<file path="config.mk">
export PLATFORM = sky130hd
export DESIGN_NAME = inst_encoder
export DESIGN_NICKNAME = d
export VERILOG_FILES = /design/src/rtl/rv_isa_pkg.sv /design/src/rtl/inst_pack.sv /design/src/rtl/inst_encoder.sv
export SDC_FILE = /design/constraint.sdc
export NUM_CORES = 1
export LEC_CHECK = 0
export ABC_AREA = 0
export ABC_CLOCK_PERIOD_IN_PS = 1700
export CAP_MARGIN = 20
export CORE_MARGIN = 8
export CORE_UTILIZATION = 46
export CTS_BUF_LIST = sky130_fd_sc_hd__clkbuf_16
export DETAILED_ROUTE_END_ITERATION = 8
export HOLD_SLACK_MARGIN = 0.05
export PLACE_DENSITY = 0.74
export SLEW_MARGIN = 20
export SYNTH_ARGS = -nofsm -noshare
export SYNTH_HDL_FRONTEND = slang
export SYNTH_HIERARCHICAL = 1
export SYNTH_SLANG_ARGS = --single-unit
</file>
<file path="constraint.sdc">
create_clock -name clk -period 1.7 [get_ports clk]
set_input_delay 0.17 -clock clk [delete_from_list [all_inputs] [get_ports clk]]
set_output_delay 0.17 -clock clk [all_outputs]
set_load 0.01 [all_outputs]
</file>
<file path="src/rtl/rv_isa_pkg.sv">
// -----------------------------------------------------------------------------
// rv_isa_pkg
// Shared RV32I definitions: major opcode constants, the instruction format
// enumeration used by the encoder, the canonical NOP word, and two helpers
// that classify an opcode into a format and test whether an immediate can be
// represented in that format.
// -----------------------------------------------------------------------------
package rv_isa_pkg;

  localparam logic [6:0] OPC_LOAD   = 7'b0000011;
  localparam logic [6:0] OPC_OPIMM  = 7'b0010011;
  localparam logic [6:0] OPC_STORE  = 7'b0100011;
  localparam logic [6:0] OPC_BRANCH = 7'b1100011;
  localparam logic [6:0] OPC_JAL    = 7'b1101111;
  localparam logic [6:0] OPC_JALR   = 7'b1100111;
  localparam logic [6:0] OPC_LUI    = 7'b0110111;
  localparam logic [6:0] OPC_AUIPC  = 7'b0010111;
  localparam logic [6:0] OPC_OP     = 7'b0110011;

  // addi x0, x0, 0
  localparam logic [31:0] INST_NOP = 32'h0000_0013;

  typedef enum logic [2:0] {
    FMT_R   = 3'd0,
    FMT_I   = 3'd1,
    FMT_SHI = 3'd2,
    FMT_S   = 3'd3,
    FMT_B   = 3'd4,
    FMT_U   = 3'd5,
    FMT_J   = 3'd6,
    FMT_BAD = 3'd7
  } fmt_e;

  // Map a major opcode (plus funct3 for the OP-IMM shift split) to a format.
  function automatic fmt_e classify(input logic [6:0] opcode,
                                    input logic [2:0] funct3);
    fmt_e f;
    f = FMT_BAD;
    case (opcode)
      OPC_LOAD, OPC_JALR: f = FMT_I;
      OPC_OPIMM: begin
        // slli / srli / srai carry a 5-bit shamt instead of a 12-bit imm
        if (funct3 == 3'b001 || funct3 == 3'b101) f = FMT_SHI;
        else                                      f = FMT_I;
      end
      OPC_STORE:           f = FMT_S;
      OPC_BRANCH:          f = FMT_B;
      OPC_JAL:             f = FMT_J;
      OPC_LUI, OPC_AUIPC:  f = FMT_U;
      OPC_OP:              f = FMT_R;
      default:             f = FMT_BAD;
    endcase
    return f;
  endfunction

  // True when imm survives the round trip through the selected format.
  // Sign-extended formats require the discarded upper bits to all equal the
  // format's sign bit; branch/jump offsets must also be halfword aligned.
  function automatic logic imm_fits(input fmt_e fmt, input logic [31:0] imm);
    logic ok;
    ok = 1'b0;
    case (fmt)
      FMT_R:        ok = 1'b1;
      FMT_I, FMT_S: ok = (&imm[31:11]) || ~(|imm[31:11]);
      FMT_SHI:      ok = ~(|imm[31:5]);
      FMT_B:        ok = ((&imm[31:12]) || ~(|imm[31:12])) && !imm[0];
      FMT_J:        ok = ((&imm[31:20]) || ~(|imm[31:20])) && !imm[0];
      FMT_U:        ok = ~(|imm[11:0]);
      default:      ok = 1'b0;
    endcase
    return ok;
  endfunction

endpackage

</file>
<file path="src/rtl/inst_pack.sv">
// -----------------------------------------------------------------------------
// inst_pack
// Purely combinational RV32I field packer: scatters the immediate and register
// fields into the standard bit positions of the selected format.
//
// Ports:
//   fmt_i     format selector (FMT_BAD yields the NOP word)
//   opcode_i  major opcode, copied to inst_o[6:0]
//   funct3_i  funct3 field
//   funct7_i  funct7 field (R-type and OP-IMM shifts only)
//   rd_i, rs1_i, rs2_i  register indices
//   imm_i     immediate, byte-offset semantics
//   inst_o    packed instruction word
// -----------------------------------------------------------------------------
module inst_pack
  import rv_isa_pkg::*;
(
  input  fmt_e        fmt_i,
  input  logic [6:0]  opcode_i,
  input  logic [2:0]  funct3_i,
  input  logic [6:0]  funct7_i,
  input  logic [4:0]  rd_i,
  input  logic [4:0]  rs1_i,
  input  logic [4:0]  rs2_i,
  input  logic [31:0] imm_i,
  output logic [31:0] inst_o
);

  always_comb begin
    inst_o = INST_NOP;
    case (fmt_i)
      FMT_R:   inst_o = {funct7_i, rs2_i, rs1_i, funct3_i, rd_i, opcode_i};
      FMT_I:   inst_o = {imm_i[11:0], rs1_i, funct3_i, rd_i, opcode_i};
      FMT_SHI: inst_o = {funct7_i, imm_i[4:0], rs1_i, funct3_i, rd_i, opcode_i};
      FMT_S:   inst_o = {imm_i[11:5], rs2_i, rs1_i, funct3_i, imm_i[4:0], opcode_i};
      FMT_B:   inst_o = {imm_i[12], imm_i[10:5], rs2_i, rs1_i, funct3_i,
                         imm_i[4:1], imm_i[11], opcode_i};
      FMT_U:   inst_o = {imm_i[31:12], rd_i, opcode_i};
      FMT_J:   inst_o = {imm_i[20], imm_i[10:1], imm_i[11], imm_i[19:12],
                         rd_i, opcode_i};
      default: inst_o = INST_NOP;
    endcase
  end

endmodule

</file>
<file path="src/rtl/inst_encoder.sv">
// -----------------------------------------------------------------------------
// inst_encoder
// Two-stage pipelined RV32I instruction encoder. Stage 1 captures the decoded
// fields, classifies the format and performs the immediate range check.
// Stage 2 holds the packed word and its error flag. Unrepresentable
// immediates and unknown opcodes produce a NOP with err=1, and every
// delivered err word bumps a saturating counter.
//
// Handshake: a transfer happens on a rising edge where valid && ready. The
// producer holds its payload until it transfers; ready may depend on the
// downstream ready but never on the same side's valid.
//
// Ports:
//   clk, reset_n      clock, synchronous active-low reset
//   in_valid/in_ready input handshake
//   opcode, funct3, funct7, rd, rs1, rs2, imm   decoded fields
//   out_valid/out_ready output handshake
//   inst, err         packed word and error flag
//   err_count         saturating count of delivered err words
// -----------------------------------------------------------------------------
module inst_encoder #(
  parameter int ERR_CNT_W = 16
) (
  input  logic                 clk,
  input  logic                 reset_n,
  input  logic                 in_valid,
  output logic                 in_ready,
  input  logic [6:0]           opcode,
  input  logic [2:0]           funct3,
  input  logic [6:0]           funct7,
  input  logic [4:0]           rd,
  input  logic [4:0]           rs1,
  input  logic [4:0]           rs2,
  input  logic [31:0]          imm,
  output logic                 out_valid,
  input  logic                 out_ready,
  output logic [31:0]          inst,
  output logic                 err,
  output logic [ERR_CNT_W-1:0] err_count
);

  import rv_isa_pkg::*;

  // ---------------------------------------------------------------------------
  // Stage 1 registers
  // ---------------------------------------------------------------------------
  logic        s1_valid_q, s1_valid_d;
  fmt_e        s1_fmt_q,   s1_fmt_d;
  logic        s1_err_q,   s1_err_d;
  logic [6:0]  s1_opcode_q, s1_opcode_d;
  logic [2:0]  s1_funct3_q, s1_funct3_d;
  logic [6:0]  s1_funct7_q, s1_funct7_d;
  logic [4:0]  s1_rd_q,  s1_rd_d;
  logic [4:0]  s1_rs1_q, s1_rs1_d;
  logic [4:0]  s1_rs2_q, s1_rs2_d;
  logic [31:0] s1_imm_q, s1_imm_d;

  // ---------------------------------------------------------------------------
  // Stage 2 registers
  // ---------------------------------------------------------------------------
  logic                 out_valid_q, out_valid_d;
  logic [31:0]          inst_q,      inst_d;
  logic                 err_q,       err_d;
  logic [ERR_CNT_W-1:0] err_count_q, err_count_d;

  // ---------------------------------------------------------------------------
  // Handshake control
  // ---------------------------------------------------------------------------
  logic  s2_free;   // stage 2 is empty or emptying this cycle
  logic  in_fire;
  logic  out_fire;
  fmt_e  in_fmt;
  logic  in_err;
  logic [31:0] packed_inst;

  assign s2_free  = !out_valid_q || out_ready;
  // Stage 1 is free if empty, or if its word moves into stage 2 this edge.
  assign in_ready = !s1_valid_q || s2_free;
  assign in_fire  = in_valid && in_ready;
  assign out_fire = out_valid_q && out_ready;

  // Classification and range check happen on the incoming fields so the
  // stage-2 path is only the packer plus the NOP substitution mux.
  assign in_fmt = classify(opcode, funct3);
  assign in_err = (in_fmt == FMT_BAD) || !imm_fits(in_fmt, imm);

  inst_pack u_pack (
    .fmt_i    (s1_fmt_q),
    .opcode_i (s1_opcode_q),
    .funct3_i (s1_funct3_q),
    .funct7_i (s1_funct7_q),
    .rd_i     (s1_rd_q),
    .rs1_i    (s1_rs1_q),
    .rs2_i    (s1_rs2_q),
    .imm_i    (s1_imm_q),
    .inst_o   (packed_inst)
  );

  // ---------------------------------------------------------------------------
  // Stage 1 next state
  // ---------------------------------------------------------------------------
  always_comb begin
    s1_valid_d  = s1_valid_q;
    s1_fmt_d    = s1_fmt_q;
    s1_err_d    = s1_err_q;
    s1_opcode_d = s1_opcode_q;
    s1_funct3_d = s1_funct3_q;
    s1_funct7_d = s1_funct7_q;
    s1_rd_d     = s1_rd_q;
    s1_rs1_d    = s1_rs1_q;
    s1_rs2_d    = s1_rs2_q;
    s1_imm_d    = s1_imm_q;

    if (in_fire) begin
      s1_valid_d  = 1'b1;
      s1_fmt_d    = in_fmt;
      s1_err_d    = in_err;
      s1_opcode_d = opcode;
      s1_funct3_d = funct3;
      s1_funct7_d = funct7;
      s1_rd_d     = rd;
      s1_rs1_d    = rs1;
      s1_rs2_d    = rs2;
      s1_imm_d    = imm;
    end else if (s2_free) begin
      // Whatever stage 1 held has moved on (or it was already empty).
      s1_valid_d  = 1'b0;
    end
  end

  // ---------------------------------------------------------------------------
  // Stage 2 next state and error counter
  // ---------------------------------------------------------------------------
  always_comb begin
    out_valid_d = out_valid_q;
    inst_d      = inst_q;
    err_d       = err_q;
    err_count_d = err_count_q;

    if (s2_free) begin
      out_valid_d = s1_valid_q;
      // Payload only changes when a real word arrives, so an idle output
      // keeps showing the last delivered word.
      if (s1_valid_q) begin
        inst_d = s1_err_q ? INST_NOP : packed_inst;
        err_d  = s1_err_q;
      end
    end

    if (out_fire && err_q && (err_count_q != {ERR_CNT_W{1'b1}})) begin
      err_count_d = err_count_q + ERR_CNT_W'(1);
    end
  end

  // ---------------------------------------------------------------------------
  // State registers
  // ---------------------------------------------------------------------------
  always_ff @(posedge clk) begin
    if (!reset_n) begin
      s1_valid_q  <= 1'b0;
      s1_fmt_q    <= FMT_R;
      s1_err_q    <= 1'b0;
      s1_opcode_q <= '0;
      s1_funct3_q <= '0;
      s1_funct7_q <= '0;
      s1_rd_q     <= '0;
      s1_rs1_q    <= '0;
      s1_rs2_q    <= '0;
      s1_imm_q    <= '0;
      out_valid_q <= 1'b0;
      inst_q      <= '0;
      err_q       <= 1'b0;
      err_count_q <= '0;
    end else begin
      s1_valid_q  <= s1_valid_d;
      s1_fmt_q    <= s1_fmt_d;
      s1_err_q    <= s1_err_d;
      s1_opcode_q <= s1_opcode_d;
      s1_funct3_q <= s1_funct3_d;
      s1_funct7_q <= s1_funct7_d;
      s1_rd_q     <= s1_rd_d;
      s1_rs1_q    <= s1_rs1_d;
      s1_rs2_q    <= s1_rs2_d;
      s1_imm_q    <= s1_imm_d;
      out_valid_q <= out_valid_d;
      inst_q      <= inst_d;
      err_q       <= err_d;
      err_count_q <= err_count_d;
    end
  end

  assign out_valid = out_valid_q;
  assign inst      = inst_q;
  assign err       = err_q;
  assign err_count = err_count_q;

endmodule

</file>
# Word-level counts from Yosys, hierarchy flattened
# Cells that the tools add are included.
[totals] ff_bits=119 wordCells=84
[classes] mux=7 n_bitwise=5 eq_ne=25 n_reduce_logical=32 add_sub_neg=1
[op_table] operator="one-hot mux 32 bit (7 select lines)" n=1
[op_table] operator="2-to-1 mux 32 bit" n=1
[op_table] operator="OR reduction 27 bit" n=1
[op_table] operator="equality test 3 bit, second input constant" n=8
[op_table] operator="OR reduction 12 bit" n=2
[op_table] operator="equality test 7 x 6 -> 1 bit, second input constant" n=3
[op_table] operator="equality test 7 bit, second input constant" n=3
[op_table] operator="one-hot mux 3 bit (7 select lines)" n=1
[op_table] operator="AND reduction 21 bit" n=1
[op_table] operator="OR reduction 21 bit" n=1
[op_table] operator="AND reduction 20 bit" n=1
[op_table] operator="OR reduction 20 bit" n=1
[op_table] operator="adder 16 x 1 -> 16 bit, second input constant" n=1
[op_table] operator="inequality test 16 bit, second input constant" n=1
[op_table] operator="equality test 7 x 5 -> 1 bit, second input constant" n=2
[op_table] operator="equality test 3 x 2 -> 1 bit, second input constant" n=4
[op_table] operator="AND reduction 12 bit" n=1
[op_table] operator="equality test 3 x 1 -> 1 bit, second input constant" n=3
[op_table] operator="equality test 7 x 2 -> 1 bit, second input constant" n=1
[op_table] operator="logical OR 1 bit" n=7
[op_table] operator="logical AND 1 bit" n=6
[op_table] operator="logical NOT 3 bit" n=2
[op_table] operator="one-hot mux 1 bit (6 select lines)" n=1
[op_table] operator="OR reduction 2 bit" n=3
[op_table] operator="6 further kinds" n=14

# Logic depth before layout (Yosys ltp)
[depth] depth_word=9 mapped_depth=9 depth_no_buf=6

# Modules after synthesis
# The synthesis kept the hierarchy.
[modules_own_cells] module="inst_encoder" cells_per_inst=602 seq_area_each_um2=2382.3 area_each_um2=4775.8 instances=1
[modules_own_cells] module="inst_pack" cells_per_inst=132 seq_area_each_um2=0.0 area_each_um2=854.6 instances=1

# Least setup slack after synthesis
# Ideal clock, no wire load.
[synth_path] kind="register to register" startpoint="register err_count_q[0], in the netlist err_count[0]" endpoint="register err_count_q[3], in the netlist err_count[3]" path_slack_ns=-0.139 required_time_ns=1.572 period_less_slack_ns=1.839 path_stages_with_launch=8 n_path_buf=1 setup_time_ns=0.128 arrival_time_ns=1.711 cell_sequence="dfxtp_1 -> ha_1 -> inv_1 -> or4_4 -> buf_6 -> o2111ai_1 -> xor2_1 -> nor2_1"
[synth_between] elab_chain_cells=2 elab_cells_between_ends=3 classes_between="1 x add/sub; 1 x eq/ne; 1 x reduce/logical"
[synth_lines] item="start: declaration" line="inst_encoder.sv:64" rtl="logic [ERR_CNT_W-1:0] err_count_q, err_count_d;"
[synth_lines] item="start signal: assignment" line="inst_encoder.sv:188" rtl="err_count_q <= err_count_d;"
[synth_lines] item="parallel branches: the longest is 2 deep, another holds adder 16 x 1 -> 16 bit"
# Several ways; the timed one is not identified.
# A chain may end at the register's enable or synchronous reset.

# Worst setup path in the final report
[layout_path] startpoint="register err_count_q[8], in the netlist err_count[8]" endpoint="register err_count_q[3], in the netlist err_count[3]"
[layout_between] elab_chain_cells=2
[layout_lines] item="inequality test 16 bit" line="inst_encoder.sv:150" rtl="if (out_fire && err_q && (err_count_q != {ERR_CNT_W{1'b1}})) begin"
[layout_lines] item="logical AND 1 bit" line="inst_encoder.sv:150"
# Every way passes these cells.

==> impl_results.html <==
<table>
<tr><th>Metric</th><th>Value</th></tr>
<tr><th colspan="2">Status</th></tr>
<tr><td>Result of the run</td><td>finished, final reports clean</td></tr>
<tr><th colspan="2">Pwr</th></tr>
<tr><td>PD cells</td><td>921 nW/µm²</td></tr>
<tr><td>Peak supply drop</td><td>between 0.6 and 0.7 mV</td></tr>
<tr><td>Leak</td><td>3.10 nW</td></tr>
<tr><td>Final Power</td><td>~0.0075 W</td></tr>
<tr><th colspan="2">Global route</th></tr>
<tr><td>First-pass GRT wire length</td><td>27500 µm</td></tr>
<tr><td>Global-route usage over all layers</td><td>21.3%</td></tr>
<tr><td>Maximum number of pins on one net before global-route repair</td><td>74</td></tr>
<tr><td>Number of global-route vias before repair</td><td>~5.6k</td></tr>
<tr><td>Initial antenna violation count</td><td>0</td></tr>
<tr><td>GRT overflow</td><td>0</td></tr>
<tr><th colspan="2">Floorplanning</th></tr>
<tr><td>Number of core rows</td><td>40</td></tr>
<tr><td>Die Footprint</td><td>roughly 16000 µm²</td></tr>
<tr><td>Starting density of the core</td><td>47.1%</td></tr>
<tr><td>Area inside the core boundary</td><td>12000 µm²</td></tr>
<tr><td>Boundary Pins</td><td>119</td></tr>
<tr><td>Y dimension of the die</td><td>127 µm</td></tr>
<tr><td>Horiz. Die Dim</td><td>between 100 and 150 µm</td></tr>
<tr><th colspan="2">Detailed routing</th></tr>
<tr><td>Wire length per cell</td><td>roughly 16 µm</td></tr>
<tr><td>Pre-Repair DR Iteration Count</td><td>5</td></tr>
<tr><td>Via count of the routed design</td><td>5771</td></tr>
<tr><td>First DRT Iteration DRCs</td><td>about 480</td></tr>
<tr><td>Post-route antenna net violation count</td><td>0</td></tr>
<tr><td>DR DRC count</td><td>0</td></tr>
<tr><td>Wire length reported by the detailed router</td><td>17400 µm</td></tr>
<tr><td>Number of vias per cell</td><td>5.46</td></tr>
<tr><th colspan="2">Clocking</th></tr>
<tr><td>Num CTS Buffers</td><td>17</td></tr>
<tr><td>Clock buffer depth</td><td>2</td></tr>
<tr><td>CTS sink count</td><td>approximately 120</td></tr>
<tr><td>Clock transition at path regs</td><td>around 50 ps</td></tr>
<tr><td>Clock tree from TritonCTS</td><td>yes</td></tr>
<tr><td>Worst skew pair latency</td><td>420 ps</td></tr>
<tr><td>Hold-fix buffers at CTS</td><td>0</td></tr>
<tr><td>Root Buffer Master</td><td>sky130_fd_sc_hd__clkbuf_16</td></tr>
<tr><td>H-Tree Depth</td><td>4</td></tr>
<tr><th colspan="2">Setup path</th></tr>
<tr><td>CP max FO</td><td>5</td></tr>
<tr><td>Kind of start point of the critical path</td><td>register</td></tr>
<tr><td>Kind of critical path</td><td>reg2reg</td></tr>
<tr><td>Master of the slowest instance on the critical path</td><td>sky130_fd_sc_hd__or4_4</td></tr>
<tr><td>Worst setup slack for register-to-register paths</td><td>10 ps</td></tr>
<tr><td>Critical path endpoint category</td><td>register</td></tr>
<tr><td>Crit-path max cell delay</td><td>roughly 620 ps</td></tr>
<tr><td>CP Data Arrival Time</td><td>1990 ps</td></tr>
<tr><td>CP cell instances</td><td>nand4_4, or4_4, o2111ai_2, xor2_1, nor2_1</td></tr>
<tr><td>Data required time at the worst endpoint</td><td>2000 ps</td></tr>
<tr><th colspan="2">Timing</th></tr>
<tr><td>Slew HR</td><td>65.6%</td></tr>
<tr><td>Max-slew violation count</td><td>0</td></tr>
<tr><td>Final worst hold slack</td><td>297 ps</td></tr>
<tr><td>Final clock period utilization by the worst path</td><td>99.4%</td></tr>
<tr><td>Worst clock skew</td><td>6.96 ps</td></tr>
<tr><td>Crit path setup slack, layout</td><td>between 10 and 15 ps</td></tr>
<tr><td>Timing-limited maximum frequency</td><td>between 0.5 and 0.6 GHz</td></tr>
<tr><td>Final Critical Period</td><td>1690 ps</td></tr>
<tr><td>Hold Fails Final Rpt</td><td>0</td></tr>
<tr><td>Final setup violating endpoints</td><td>0</td></tr>
<tr><td>Slew at the pin closest to its max-slew limit</td><td>511 ps</td></tr>
<tr><td>Unrepaired setup endpoints after global routing</td><td>yes</td></tr>
<tr><th colspan="2">Logic synthesis</th></tr>
<tr><td>Most area-hungry cell type in the Yosys netlist</td><td>sky130_fd_sc_hd__dfxtp_1</td></tr>
<tr><td>Syn Inst Count</td><td>734</td></tr>
<tr><td>Synth warnings</td><td>6</td></tr>
<tr><td>Asr flop ratio synth</td><td>0%</td></tr>
<tr><td>Post-synth top area share</td><td>a little over two fifths</td></tr>
<tr><td>Seq/Total Area, Yosys</td><td>42.3%</td></tr>
<tr><td>Synth top cells by count</td><td>sky130_fd_sc_hd__nand2_1, sky130_fd_sc_hd__dfxtp_1, sky130_fd_sc_hd__a21oi_1, sky130_fd_sc_hd__nor2_1, sky130_fd_sc_hd__clkbuf_1</td></tr>
<tr><td>FF+latch count, synth</td><td>between 100 and 150</td></tr>
<tr><td>Number of enable flip-flop cells after synthesis</td><td>0</td></tr>
<tr><td>Post-synthesis instance area</td><td>around 5600 µm²</td></tr>
<tr><td>Most common cell in the synthesized netlist</td><td>sky130_fd_sc_hd__nand2_1</td></tr>
<tr><td>Syn_area_per_cell</td><td>7.67 µm²</td></tr>
<tr><td>Ranking of synthesized cells by area</td><td>sky130_fd_sc_hd__dfxtp_1, sky130_fd_sc_hd__nand2_1, sky130_fd_sc_hd__a21oi_1</td></tr>
<tr><td>Post-synthesis net count</td><td>about 800</td></tr>
<tr><td>Distinct cell type count after synthesis</td><td>52</td></tr>
<tr><td>Most instantiated flip-flop cell in the synthesis netlist</td><td>sky130_fd_sc_hd__dfxtp_1</td></tr>
<tr><th colspan="2">Placed design</th></tr>
<tr><td>Routability congestion estimate from global placement</td><td>0.953</td></tr>
<tr><td># placed instances</td><td>1019</td></tr>
<tr><td>Detailed placement HPWL</td><td>between 10000 and 15000 µm</td></tr>
<tr><td>Setup Slack @ Placement</td><td>-262 ps</td></tr>
<tr><td>Count of port buffers added during placement</td><td>118</td></tr>
<tr><th colspan="2">Layout</th></tr>
<tr><td>Antenna diode count</td><td>0</td></tr>
<tr><td>Count of placed standard cells in the final layout, fillers left out</td><td>about 1.1k</td></tr>
<tr><td>Ratio of cells with drive above 1 in the final layout</td><td>14.8%</td></tr>
<tr><td>Syn-to-layout area delta</td><td>44.3%</td></tr>
<tr><td>Combined area of the multi-input logic cells</td><td>3070 µm²</td></tr>
<tr><td>Final layout net count</td><td>about 970</td></tr>
<tr><td>Sequential cell area</td><td>2410 µm²</td></tr>
<tr><td>Post-layout util</td><td>around 68%</td></tr>
<tr><td>Number of filler instances in the final layout</td><td>1013</td></tr>
<tr><th colspan="2">Run</th></tr>
<tr><td>Number of max-capacitance violations reported</td><td>0</td></tr>
<tr><th colspan="2">Hold path</th></tr>
<tr><td>Path category of the worst min-delay check</td><td>in2reg</td></tr>
</table>
-- power breakdown --
group / internal [W] / switching (W)
Combinational: 0.000507 / 0.000501
Clock: 0.00225 / 0.00122
Sequential: 0.00290 / 0.0000922
-- state kept, by name, indices dropped and copies added (netlist names) --
register	count
s1_funct3_q	3
out_valid	1
err	1
s1_err_q	1
s1_funct7_q	7
s1_valid_q	1
err_count	16
s1_fmt_q	3
s1_rs1_q	5
s1_imm_q	32
s1_opcode_q	7
s1_rs2_q	5
s1_rd_q	5
inst	32
-- worst max-delay path: cells and delay by family (launching register included) --
family | cells | cell delay [ps]
AND/OR/NAND/NOR | 3 | 780
flip-flops | 1 | 370
AO/OA/AOI/OAI | 1 | 210
XOR/XNOR | 1 | 190
-- routing by layer --
metal / track usage [%] / wire (µm) / share of wire [%] / vias to the layer above
li1: - / - / - / 2866
met1: 26.4 / 7920 / 45 / 2688
met2: 33.7 / 8050 / 46 / 186
met3: 6.79 / 1050 / 6.0 / 31
met4: 8.00 / 381 / 2.2 / 0
met5: 0 / 0 / 0 / -
-- final timing paths --
path                        from             end  depth (start not counted)
hold reg to reg   s1_opcode_q[6]  s1_opcode_q[6]                          2
setup / recovery    err_count[8]    err_count[3]                          5
hold / removal             rd[4]      s1_rd_q[4]                          3
setup reg to reg    err_count[8]    err_count[3]                          5
-- cell usage in the layout (no fill, tap or decap), drive strengths merged, types with 8 or more instances in the layout --
cell	count
a211oi	12
a21oi	115
a22o	8
buf	81
clkbuf	17
clkdlybuf4s50	117
clkinv	11
dfxtp	119
mux2i	8
nand2	154
nand3	12
nand4	9
nor2	68
nor2b	21
nor3	10
nor3b	30
o211ai	8
o21ai	13
xor2	8
-- per-stage QoR --
step,setup TNS (ps),cell area (µm²)
finish,0,8120
global route,-77.9,8120
CTS,0,8040
detailed placement,-1090,7430
global placement,-497,7430
floorplan,-34.1,5660
-- what timing repair did --
action                                  in CTS  in global routing
endpoints found under the setup margin       5                 20
gates resized for setup                      8                 10
cloned                                       1                  0
hold endpoints to repair                     0                  0
setup buffers                                0                  6
pin swaps                                    3                  3
-- cells by family after synthesis --
family | synth area share [%]
AO/OA/AOI/OAI | 18.4
XOR/XNOR | 2.02
adder cells (fa/ha/maj) | 0.222
buffers and inverters | 4.76
flip-flops | 42.3
multiplexers | 1.62
AND/OR/NAND/NOR | 30.7
-- layout make-up --
class / instances / area share, %
multi-input combinational: 554 / 37.7
sequential: 119 / 29.7
timing repair buffer: 199 / 23.0
clock buffer: 17 / 5.24
tap: 147 / 2.26
clock inverter: 14 / 1.74
inverter: 7 / 0.339
No activity file was read; power rests on OpenSTA's default activity.
